--- config.mk ---
export PLATFORM = sky130hd
export DESIGN_NAME = uart_tx_core
export DESIGN_NICKNAME = d
export VERILOG_FILES = /design/src/rtl/uart_tx_core.sv
export SDC_FILE = /design/constraint.sdc
export NUM_CORES = 1
export LEC_CHECK = 0
export ABC_AREA = 1
export ABC_CLOCK_PERIOD_IN_PS = 3300
export BUFFER_PORTS_ARGS = -buffer_cell sky130_fd_sc_hd__buf_2
export CORE_ASPECT_RATIO = 1.4
export CORE_MARGIN = 5
export CORE_UTILIZATION = 60
export CTS_CLUSTER_SIZE = 8
export DETAILED_ROUTE_END_ITERATION = 10
export PLACE_DENSITY_LB_ADDON = 0.08
export SETUP_SLACK_MARGIN = 0.2
export SLEW_MARGIN = 40
export SYNTH_ARGS = -nofsm -noshare
export SYNTH_HDL_FRONTEND = slang
export SYNTH_SLANG_ARGS = --single-unit
--- constraint.sdc ---
create_clock -name clk -period 3.3 [get_ports clk]
set_input_delay 0 -clock clk [delete_from_list [all_inputs] [get_ports clk]]
set_output_delay 0 -clock clk [all_outputs]
set_load 0.02 [all_outputs]
--- src/rtl/uart_tx_core.sv ---
// -----------------------------------------------------------------------------
// uart_tx_core
//
// Transmit half of the UART core. Bytes written by the control side are held
// in a small FIFO and serialised onto Tx_o as:
//   start bit (0), 8 data bits, optional parity bit, one stop bit (1).
// Every bit lasts one BaudSig_i period. The FSM only advances on cycles where
// BaudSig_i is high.
//
// Build option:
//   UART_TX_PARITY_EN  - when defined, the parity logic and the PARITYBIT state
//                        are built in. When undefined, p_ParityEnable_i and
//                        ParityMethod_i are ignored and every frame is
//                        10 bit periods long.
//
// Parameters:
//   DEPTH  FIFO depth in bytes (power of 2, 2..256)
//   AW     FIFO address width, log2(DEPTH)
//
// Ports:
//   clk               system clock
//   rst               asynchronous reset, active low
//   Data_i            byte to enqueue
//   n_We_i            FIFO write strobe, active low, one clk per byte
//   n_Clr_i           FIFO clear, active low (wins over a same-cycle write)
//   p_Enable_i        transmit enable; high allows new bytes to start
//   BaudSig_i         one-clk pulse per bit period
//   p_ParityEnable_i  insert a parity bit
//   p_BigEnd_i        1: bit7 first, 0: bit0 first
//   ParityMethod_i    0: even, 1: odd
//   p_Empty_o         FIFO empty
//   p_Full_o          FIFO full
//   p_Over_o          sticky overflow: write attempted while full
//   TxFifoLevel_o     bytes held in the FIFO
//   p_Busy_o          FSM is not in INTERVAL
//   p_ByteSent_o      one-clk pulse after each stop bit ends
//   Tx_o              serial output, idle high
// -----------------------------------------------------------------------------
module uart_tx_core #(
    parameter int DEPTH = 16,
    parameter int AW    = 4
) (
    input  logic          clk,
    input  logic          rst,
    input  logic [7:0]    Data_i,
    input  logic          n_We_i,
    input  logic          n_Clr_i,
    input  logic          p_Enable_i,
    input  logic          BaudSig_i,
    input  logic          p_ParityEnable_i,
    input  logic          p_BigEnd_i,
    input  logic          ParityMethod_i,
    output logic          p_Empty_o,
    output logic          p_Full_o,
    output logic          p_Over_o,
    output logic [AW:0]   TxFifoLevel_o,
    output logic          p_Busy_o,
    output logic          p_ByteSent_o,
    output logic          Tx_o
);

    // One-hot state encodings; kept identical whether or not parity is built.
    localparam logic [4:0] INTERVAL  = 5'b0_0001;
    localparam logic [4:0] STARTBIT  = 5'b0_0010;
    localparam logic [4:0] DATABITS  = 5'b0_0100;
`ifdef UART_TX_PARITY_EN
    localparam logic [4:0] PARITYBIT = 5'b0_1000;
`endif
    localparam logic [4:0] STOPBIT   = 5'b1_0000;

    localparam logic [AW-1:0] PTR_ONE  = {{(AW-1){1'b0}}, 1'b1};
    localparam logic [AW:0]   LVL_ONE  = {{AW{1'b0}}, 1'b1};
    localparam logic [AW:0]   LVL_FULL = (AW+1)'(DEPTH);

    // -------------------------------------------------------------------------
    // FIFO storage and bookkeeping
    // -------------------------------------------------------------------------
    logic [7:0]    mem_q [DEPTH];
    logic [AW-1:0] wr_ptr_q, wr_ptr_d;
    logic [AW-1:0] rd_ptr_q, rd_ptr_d;
    logic [AW:0]   level_q, level_d;
    logic          empty_q, empty_d;
    logic          full_q, full_d;
    logic          over_q, over_d;

    logic          wr_acc;     // write accepted this cycle
    logic          pop;        // FSM takes the head byte this cycle
    logic [7:0]    head_byte;

    // Acceptance looks at the full flag as it stood at the start of the cycle,
    // so a pop in the same cycle does not make room for a write to a full FIFO.
    // A clear suppresses the write entirely.
    assign wr_acc    = !n_We_i && !full_q && n_Clr_i;

    // The head byte is read combinationally so it can be loaded into the
    // shift register on the same BaudSig that decides to start the frame.
    assign head_byte = mem_q[rd_ptr_q];

    // Storage array has no reset: contents are discarded by resetting the
    // pointers and level, which keeps the array mappable to distributed RAM.
    always_ff @(posedge clk) begin
        if (wr_acc) begin
            mem_q[wr_ptr_q] <= Data_i;
        end
    end

    always_comb begin
        wr_ptr_d = wr_ptr_q;
        rd_ptr_d = rd_ptr_q;
        level_d  = level_q;
        over_d   = over_q;

        if (!n_Clr_i) begin
            wr_ptr_d = '0;
            rd_ptr_d = '0;
            level_d  = '0;
            over_d   = 1'b0;
        end else begin
            if (wr_acc) begin
                wr_ptr_d = wr_ptr_q + PTR_ONE;
            end
            if (pop) begin
                rd_ptr_d = rd_ptr_q + PTR_ONE;
            end
            // Simultaneous write and pop cancel out on the level.
            case ({wr_acc, pop})
                2'b10:   level_d = level_q + LVL_ONE;
                2'b01:   level_d = level_q - LVL_ONE;
                default: level_d = level_q;
            endcase
            if (!n_We_i && full_q) begin
                over_d = 1'b1;
            end
        end

        empty_d = (level_d == '0);
        full_d  = (level_d == LVL_FULL);
    end

    always_ff @(posedge clk or negedge rst) begin
        if (!rst) begin
            wr_ptr_q <= '0;
            rd_ptr_q <= '0;
            level_q  <= '0;
            empty_q  <= 1'b1;
            full_q   <= 1'b0;
            over_q   <= 1'b0;
        end else begin
            wr_ptr_q <= wr_ptr_d;
            rd_ptr_q <= rd_ptr_d;
            level_q  <= level_d;
            empty_q  <= empty_d;
            full_q   <= full_d;
            over_q   <= over_d;
        end
    end

    // -------------------------------------------------------------------------
    // Transmit FSM
    // -------------------------------------------------------------------------
    logic [4:0] state_q, state_d;
    logic [7:0] shift_q, shift_d;   // remaining data bits, next bit at the edge
    logic [2:0] cnt_q, cnt_d;       // data bits already sent minus one
    logic       big_q, big_d;       // bit order latched for the current byte
    logic       tx_q, tx_d;
    logic       sent_q, sent_d;
    logic       busy_q, busy_d;

`ifdef UART_TX_PARITY_EN
    logic       par_en_q, par_en_d;
    logic       par_bit_q, par_bit_d;
`else
    // Parity controls have no effect in this build.
    logic       unused_parity_cfg;
    assign unused_parity_cfg = p_ParityEnable_i ^ ParityMethod_i;
`endif

    logic       can_start;
    logic       start;
    logic       data_bit;
    logic [7:0] shift_nxt;

    // Starting a byte needs data, permission, and no clear in progress
    // (a clear wins, so the head byte it discards must not be sent).
    assign can_start = !empty_q && p_Enable_i && n_Clr_i;

    // A new byte can be loaded from idle, or straight out of the stop bit so
    // consecutive frames run back to back with no idle bit between them.
    assign start = BaudSig_i && can_start &&
                   ((state_q == INTERVAL) || (state_q == STOPBIT));
    assign pop   = start;

    // The shift register always presents the next bit at the end matching the
    // latched bit order, then moves toward that end.
    assign data_bit  = big_q ? shift_q[7] : shift_q[0];
    assign shift_nxt = big_q ? {shift_q[6:0], 1'b0} : {1'b0, shift_q[7:1]};

    always_comb begin
        state_d = state_q;
        shift_d = shift_q;
        cnt_d   = cnt_q;
        big_d   = big_q;
        tx_d    = tx_q;
        sent_d  = 1'b0;
`ifdef UART_TX_PARITY_EN
        par_en_d  = par_en_q;
        par_bit_d = par_bit_q;
`endif

        if (BaudSig_i) begin
            case (state_q)
                INTERVAL: begin
                    tx_d = 1'b1;
                end
                STARTBIT: begin
                    tx_d    = data_bit;
                    shift_d = shift_nxt;
                    cnt_d   = '0;
                    state_d = DATABITS;
                end
                DATABITS: begin
                    if (cnt_q != 3'd7) begin
                        tx_d    = data_bit;
                        shift_d = shift_nxt;
                        cnt_d   = cnt_q + 3'd1;
                    end else begin
`ifdef UART_TX_PARITY_EN
                        if (par_en_q) begin
                            tx_d    = par_bit_q;
                            state_d = PARITYBIT;
                        end else begin
                            tx_d    = 1'b1;
                            state_d = STOPBIT;
                        end
`else
                        tx_d    = 1'b1;
                        state_d = STOPBIT;
`endif
                    end
                end
`ifdef UART_TX_PARITY_EN
                PARITYBIT: begin
                    tx_d    = 1'b1;
                    state_d = STOPBIT;
                end
`endif
                STOPBIT: begin
                    sent_d  = 1'b1;
                    tx_d    = 1'b1;
                    state_d = INTERVAL;
                end
                default: begin
                    // Unreachable encodings fall back to idle.
                    tx_d    = 1'b1;
                    state_d = INTERVAL;
                end
            endcase

            // Load overrides the idle/stop outcome above. Configuration is
            // latched here so mid-byte changes only affect the next byte.
            if (start) begin
                shift_d = head_byte;
                big_d   = p_BigEnd_i;
`ifdef UART_TX_PARITY_EN
                par_en_d  = p_ParityEnable_i;
                par_bit_d = (^head_byte) ^ ParityMethod_i;
`endif
                tx_d    = 1'b0;
                state_d = STARTBIT;
            end
        end

        busy_d = (state_d != INTERVAL);
    end

    always_ff @(posedge clk or negedge rst) begin
        if (!rst) begin
            state_q <= INTERVAL;
            shift_q <= '0;
            cnt_q   <= '0;
            big_q   <= 1'b0;
            tx_q    <= 1'b1;
            sent_q  <= 1'b0;
            busy_q  <= 1'b0;
        end else begin
            state_q <= state_d;
            shift_q <= shift_d;
            cnt_q   <= cnt_d;
            big_q   <= big_d;
            tx_q    <= tx_d;
            sent_q  <= sent_d;
            busy_q  <= busy_d;
        end
    end

`ifdef UART_TX_PARITY_EN
    always_ff @(posedge clk or negedge rst) begin
        if (!rst) begin
            par_en_q  <= 1'b0;
            par_bit_q <= 1'b0;
        end else begin
            par_en_q  <= par_en_d;
            par_bit_q <= par_bit_d;
        end
    end
`endif

    // -------------------------------------------------------------------------
    // Outputs (all driven straight from registers)
    // -------------------------------------------------------------------------
    assign p_Empty_o     = empty_q;
    assign p_Full_o      = full_q;
    assign p_Over_o      = over_q;
    assign TxFifoLevel_o = level_q;
    assign p_Busy_o      = busy_q;
    assign p_ByteSent_o  = sent_q;
    assign Tx_o          = tx_q;

endmodule

## After elaboration in Yosys (flattened, before gate mapping)

Memories as Yosys holds them, arrays and structs flattened.
Cells that the tools add are included.

- Register bits: 36
- Memory bits (writable): 128
- Bits of input ports: 17
- Word-level logic and storage cells: 76
- Memories kept: 1

- Add/subtract/negate cells: 5
- Eq/ne operators: 14
- Muxes and demuxes: 26
- Reduce and logical (&&, ||, !) cells: 17

Memory list:

| memory | depth | width | read ports | clocked after Yosys merged registers in | wr ports | line | text |
|---|---|---|---|---|---|---|---|
| mem_q | 16 | 8 | 1 | 0 | 1 | 78 | `logic [7:0] mem_q [DEPTH];` |

Operators by type and width:

| cell | number |
|---|---|
| $mux 8 | 3 |
| $mux 5 | 4 |
| $mux 4 | 4 |
| $pmux 8 s2 | 1 |
| $pmux 5 s3 | 1 |
| $eq 5x5->1 const B | 2 |
| $pmux 5 s2 | 1 |
| $mux 1 | 9 |
| $add 4x1->4 const B | 2 |
| $logic_and 1x1->1 | 7 |
| $ne 2x1->1 const B | 3 |
| $ne 3x3->1 const B | 2 |
| $pmux 3 s2 | 1 |
| $reduce_and 3->1 | 2 |
| $add 5x1->5 const B | 1 |
| $eq 5x1->1 const B | 1 |
| $eq 5x2->1 const B | 1 |
| $eq 5x3->1 const B | 1 |
| $logic_not 5->1 | 1 |
| $ne 5x1->1 const B | 1 |
| $sub 5x1->5 const B | 1 |
| $add 3x1->3 const B | 1 |
| $logic_not 1->1 | 3 |
| $mux 3 | 1 |
| other kinds (8) | 8 |

## Depth between registers and ports, before layout

- Depth after elaboration: 9
- Gate-level depth with buffers: 21
- Depth with buffers taken out: 20

## Worst setup path before layout

OpenSTA, ideal clock, no wires.

- Path kind: register -> register
- Start: register state_q[0]
- End: register empty_q (netlist: p_Empty_o)
- Library setup time: 0.067 ns
- Arrival: 2.296 ns
- Data required time: 3.233 ns
- Path slack: 0.937 ns
- Cell stages (with the launch flop): 17
- Cells stage by stage: dfstp_2 > nor2_1 > nand3_1 > o21ai_2 > nand2_4 > clkinv_4 > buf_8 > ha_1 > nand2_1 > inv_1 > nor2_1 > ha_1 > o21ai_0 > o21ai_0 > a21oi_1 > nand2_1 > nor2_1

- Cells in the longest elaborated chain, start to end: 7
- Elaborated cells between the ends (all ways): 9

RTL lines:

| what | line | text |
|---|---|---|
| from (decl) | 161 | `logic [4:0] state_q, state_d;` |
| from (signal assigned) | 286 | `state_q <= state_d;` |
| $eq 5x1->1 / $eq 5x5->1 (equally long branches) | 190 | `((state_q == INTERVAL) \|\| (state_q == STOPBIT));` |
| $logic_or 1x1->1 * | 190 |  |
| $logic_and 1x1->1 * | 189 | `assign start = BaudSig_i && can_start &&` |
| $eq 2x1->1 / $eq 2x2->1 (equally long branches) | 126 | `case ({wr_acc, pop})` |
| $pmux 5 s2 * | 126 |  |
| $mux 5 * | 113 | `if (!n_Clr_i) begin` |
| $logic_not 5->1 * | 136 | `empty_d = (level_d == '0);` |
| via empty_d | 82 | `logic empty_q, empty_d;` |
| to (signal assigned) | 152 | `empty_q <= empty_d;` |
| to (decl) | 82 |  |

Mark *: on every way through the listed nets, which the timed path passes. The rest lies on a longest branch.
A chain may end at the register's enable or synchronous reset.

## Worst setup path in the final report

Same ends and word-level chain as after synthesis.

==> results by group <==
Floorplanning
  • Die footprint: 14200 um2
  • Starting Density: 0.607
  • Core footprint: 11800 um2
  • Die span in y: 139 um
  • Die X: 102 um
  • Ports: 28
  • Row count: 47

STA
  • Tcrit/Tclk final: 0.848
  • Min Tclk post-route: 2.80 ns
  • Skew final: 0.00793 ns
  • Worst-Margin Slew: 0.832 ns
  • Endpoints failing hold: 0
  • Crit path setup slack, layout: 0.500 ns
  • Fin Setup TNS: 0 ns
  • Final count of negative-setup-slack endpoints: 0
  • Max Freq: 357 MHz
  • RSZ-0062 raised after global routing: false
  • Slew headroom: 0.443
  • Slew Viols, Final: 0

Drt
  • Antenna-violating nets left: 0
  • Initial DRC count: 345
  • Residual DRC: 0
  • First-pass iteration count of the detailed router: 5
  • Drt total wl: 15500 um
  • Vias per cell: 5.74
  • Via count: 4973
  • Routed len/inst: 17.8 um

Critical path
  • Worst Path Required: 3.65 ns
  • Crit path max fanout: 16
  • Critical Path, Cell by Cell: nor2_1 > nand3_1 > o21ai_2 > nand2_4 > clkinv_4 > ha_1 > nand2_1 > inv_1 > nor2_1 > ha_1 > o21ai_0 > o21ai_0 > a21oi_1 > nand2_1 > nor2_1
  • Crit path top cell by count: nor2_1
  • Startpoint Class: flop
  • Slowest cell delay on critical path: 0.55 ns
  • Crit Path Class: reg -> reg
  • Critical path arrival: 3.15 ns
  • Worst path slowest cell: dfstp_2
  • Top delay family on crit path: simple AND/OR/NAND/NOR gates
  • CP Capture Type: flop
  • CP bufs+invs: 2

CTS
  • CTS Buf Count: 17
  • H-tree Lvls: 4
  • CTS Root Cell: clkbuf_16
  • Clock Latency Late Sink: 0.43 ns
  • Clock sink count: 164
  • Clk slew on worst S/H paths: 0.06 ns
  • Post_cts resized: 0
  • Clock Path Buffers: 2
  • CTS tree: done

Final layout
  • FF+latch area: 4750 um2
  • Post-Layout Inst Area: 8140 um2
  • Antenna cells: 0
  • Share of cells above drive strength 1: 0.128
  • Nets: 734
  • Area Growth Syn to Fin: 14.0%
  • Footprint of the multi-input gates: 2070 um2
  • Fill cells: 895

Placement
  • HPWL Detailed: 9840 um
  • Placed cell areas: 7390 um2
  • Routability Congestion: 0.871
  • Worst slack at placement: 0.562 ns
  • IO Port Bufs: 25

Synthesis
  • Synth top cells by count: nor2_1, edfxtp_1, o21ai_0
  • Compound-gate portion of the synthesized area: 0.0850
  • XOR/XNOR Fraction of Synth Area: 0.00368
  • Yosys top cell area share: 0.538
  • Synth Area in Simple Gates: 0.177
  • Synth Cell Area: 7140 um2
  • Area share of fa/ha/maj cells after synthesis: 0.0175
  • Top FF cell, synth: edfxtp_1
  • Yosys warning total: 0
  • Syn Nets: 692
  • Ys async rst share: 0.220
  • Synth Instances: 665
  • Cell taking the most area after synthesis: edfxtp_1
  • Syn_area_per_cell: 10.7 um2
  • Largest cells by area after synthesis: edfxtp_1, dfrtp_1, nor2_1, o21ai_0, nand3_1
  • #FFs+latches synth: 164
  • Top-count cell post-synth: nor2_1
  • Largest family of logic cells by synthesized area: simple AND/OR/NAND/NOR gates
  • Multiplexer share of the synthesized area: 0.00561
  • Yosys cell types: 35
  • EDFF count, synth: 128
  • Register area share after synthesis: 0.665

GRT
  • Global-route wire length before repair: 25400 um
  • All-layer global routing usage: 0.235
  • GRT overflow: 0
  • Vias in the first global route: 5102
  • Initial antenna violation count: 0
  • Pin count of the biggest net entering global routing: 68

Pwr
  • Clk network pwr share: 0.420
  • Power Total: 4880 uW
  • Seq pwr share: 0.493
  • P_int: 3690 uW
  • Switching share of total power: 0.244
  • Psw: 1190 uW
  • Comb pwr share: 0.087
  • Pwr/cell area: 600 nW/um2
  • P_leak: 0.00314 uW
  • Worst VDD drop: 0.000409 V

Min path
  • Worst Hold Class: in -> async

Job
  • Max Cap Violations: 0

Outcome
  • Status: finished clean
-- power by group through the flow --
stage          Sequential (uW)  Clock (uW)  Combinational [uW]
3_3_place_gp              2440           0                 396
2_1_floorplan             2430           0                 302
5_1_grt                   2410        2160                 484
6_report                  2400        2050                 426
4_1_cts                   2400        2060                 430
3_5_place_dp              2440           0                 415
-- layout make-up --
class | count | area share
Tap cell | 147 | 0.0226
Clock inverter | 15 | 0.0234
Multi-Input combinational cell | 433 | 0.254
Clock buffer | 17 | 0.0523
Timing Repair Buffer | 53 | 0.0455
Sequential cell | 164 | 0.584
Inverter | 38 | 0.0185
-- through the flow --
| stage | instances | utilization | hold slack [ns] |
|---|---|---|---|
| floorplan | 665 | - | -0.296 |
| global placement | 822 | 0.628 | 0.150 |
| detailed placement | 822 | 0.628 | 0.00235 |
| CTS | 867 | 0.691 | 0.0958 |
| global route | 867 | 0.692 | 0.127 |
| finish | 867 | 0.692 | 0.0763 |
-- placed cells by master, fill, tap and decap left out, types with 2 or more instances in the layout --
cell type / instances
buf_2: 24
nand3_1: 59
nand3_2: 2
nor3_1: 9
mux2i_1: 4
nand2_1: 77
buf_4: 16
ha_1: 10
xnor2_1: 2
inv_1: 29
inv_6: 7
dlygate4sd3_1: 13
bufinv_16: 3
dfrtp_1: 32
o21ai_1: 7
clkinvlp_4: 3
clkinv_1: 3
nand2_2: 2
clkbuf_16: 17
o21ai_0: 85
o211ai_1: 10
nor2_1: 149
edfxtp_1: 128
inv_2: 4
dfstp_2: 3
a21oi_1: 7
-- flip-flops by register name, indices dropped and copies added, names as in the netlist --
signal	flops
TxFifoLevel_o	5
Tx_o	1
big_q	1
cnt_q	3
mem_q	128
p_Busy_o	1
p_ByteSent_o	1
p_Empty_o	1
p_Full_o	1
p_Over_o	1
rd_ptr_q	4
shift_q	8
state_q	5
wr_ptr_q	4
-- repair_timing --
action | in CTS | in global routing
endpoints found under the hold margin | 182 | 0
hold buffers | 13 | 0
buffers inserted | 0 | 0
-- final timing paths --
check | endpoint | cells past startpoint | from | slack [ns]
hold reg to reg | Tx_o | 2 | Tx_o | 0.49
max in group asynchronous | Tx_o | 2 | rst | 2.86
hold / removal | rd_ptr_q[2] | 2 | rst | 0.08
setup / recovery | p_Empty_o | 15 | state_q[0] | 0.50
setup reg to reg | p_Empty_o | 15 | state_q[0] | 0.50
min in group clk | state_q[0] | 6 | p_Enable_i | 0.17
-- worst register-to-register path: stages, from the launching register on --
cell and delay (ns):
dfstp_2 0.55, nor2_1 0.07, nand3_1 0.12, o21ai_2 0.08, nand2_4 0.15, clkinv_4 0.17
ha_1 0.32, nand2_1 0.10, inv_1 0.05, nor2_1 0.15, ha_1 0.25, o21ai_0 0.22
o21ai_0 0.11, a21oi_1 0.13, nand2_1 0.10, nor2_1 0.16
-- layer usage --
| layer | GRT usage | up-vias | routed length (um) |
|---|---|---|---|
| li1 | - | 2378 | - |
| met1 | 0.291 | 2395 | 6310 |
| met2 | 0.394 | 169 | 7830 |
| met3 | 0.0559 | 31 | 872 |
| met4 | 0.0926 | 0 | 450 |
| met5 | 0 | - | 0 |
-- logic make-up after synthesis --
kind of cell    after synthesis
simple gates                303
flops                       164
compound gates              113
fa+ha+maj                    10
xor+xnor                      3
buf+inv                      68
mux                           4
(Power assumes the default switching activity.)
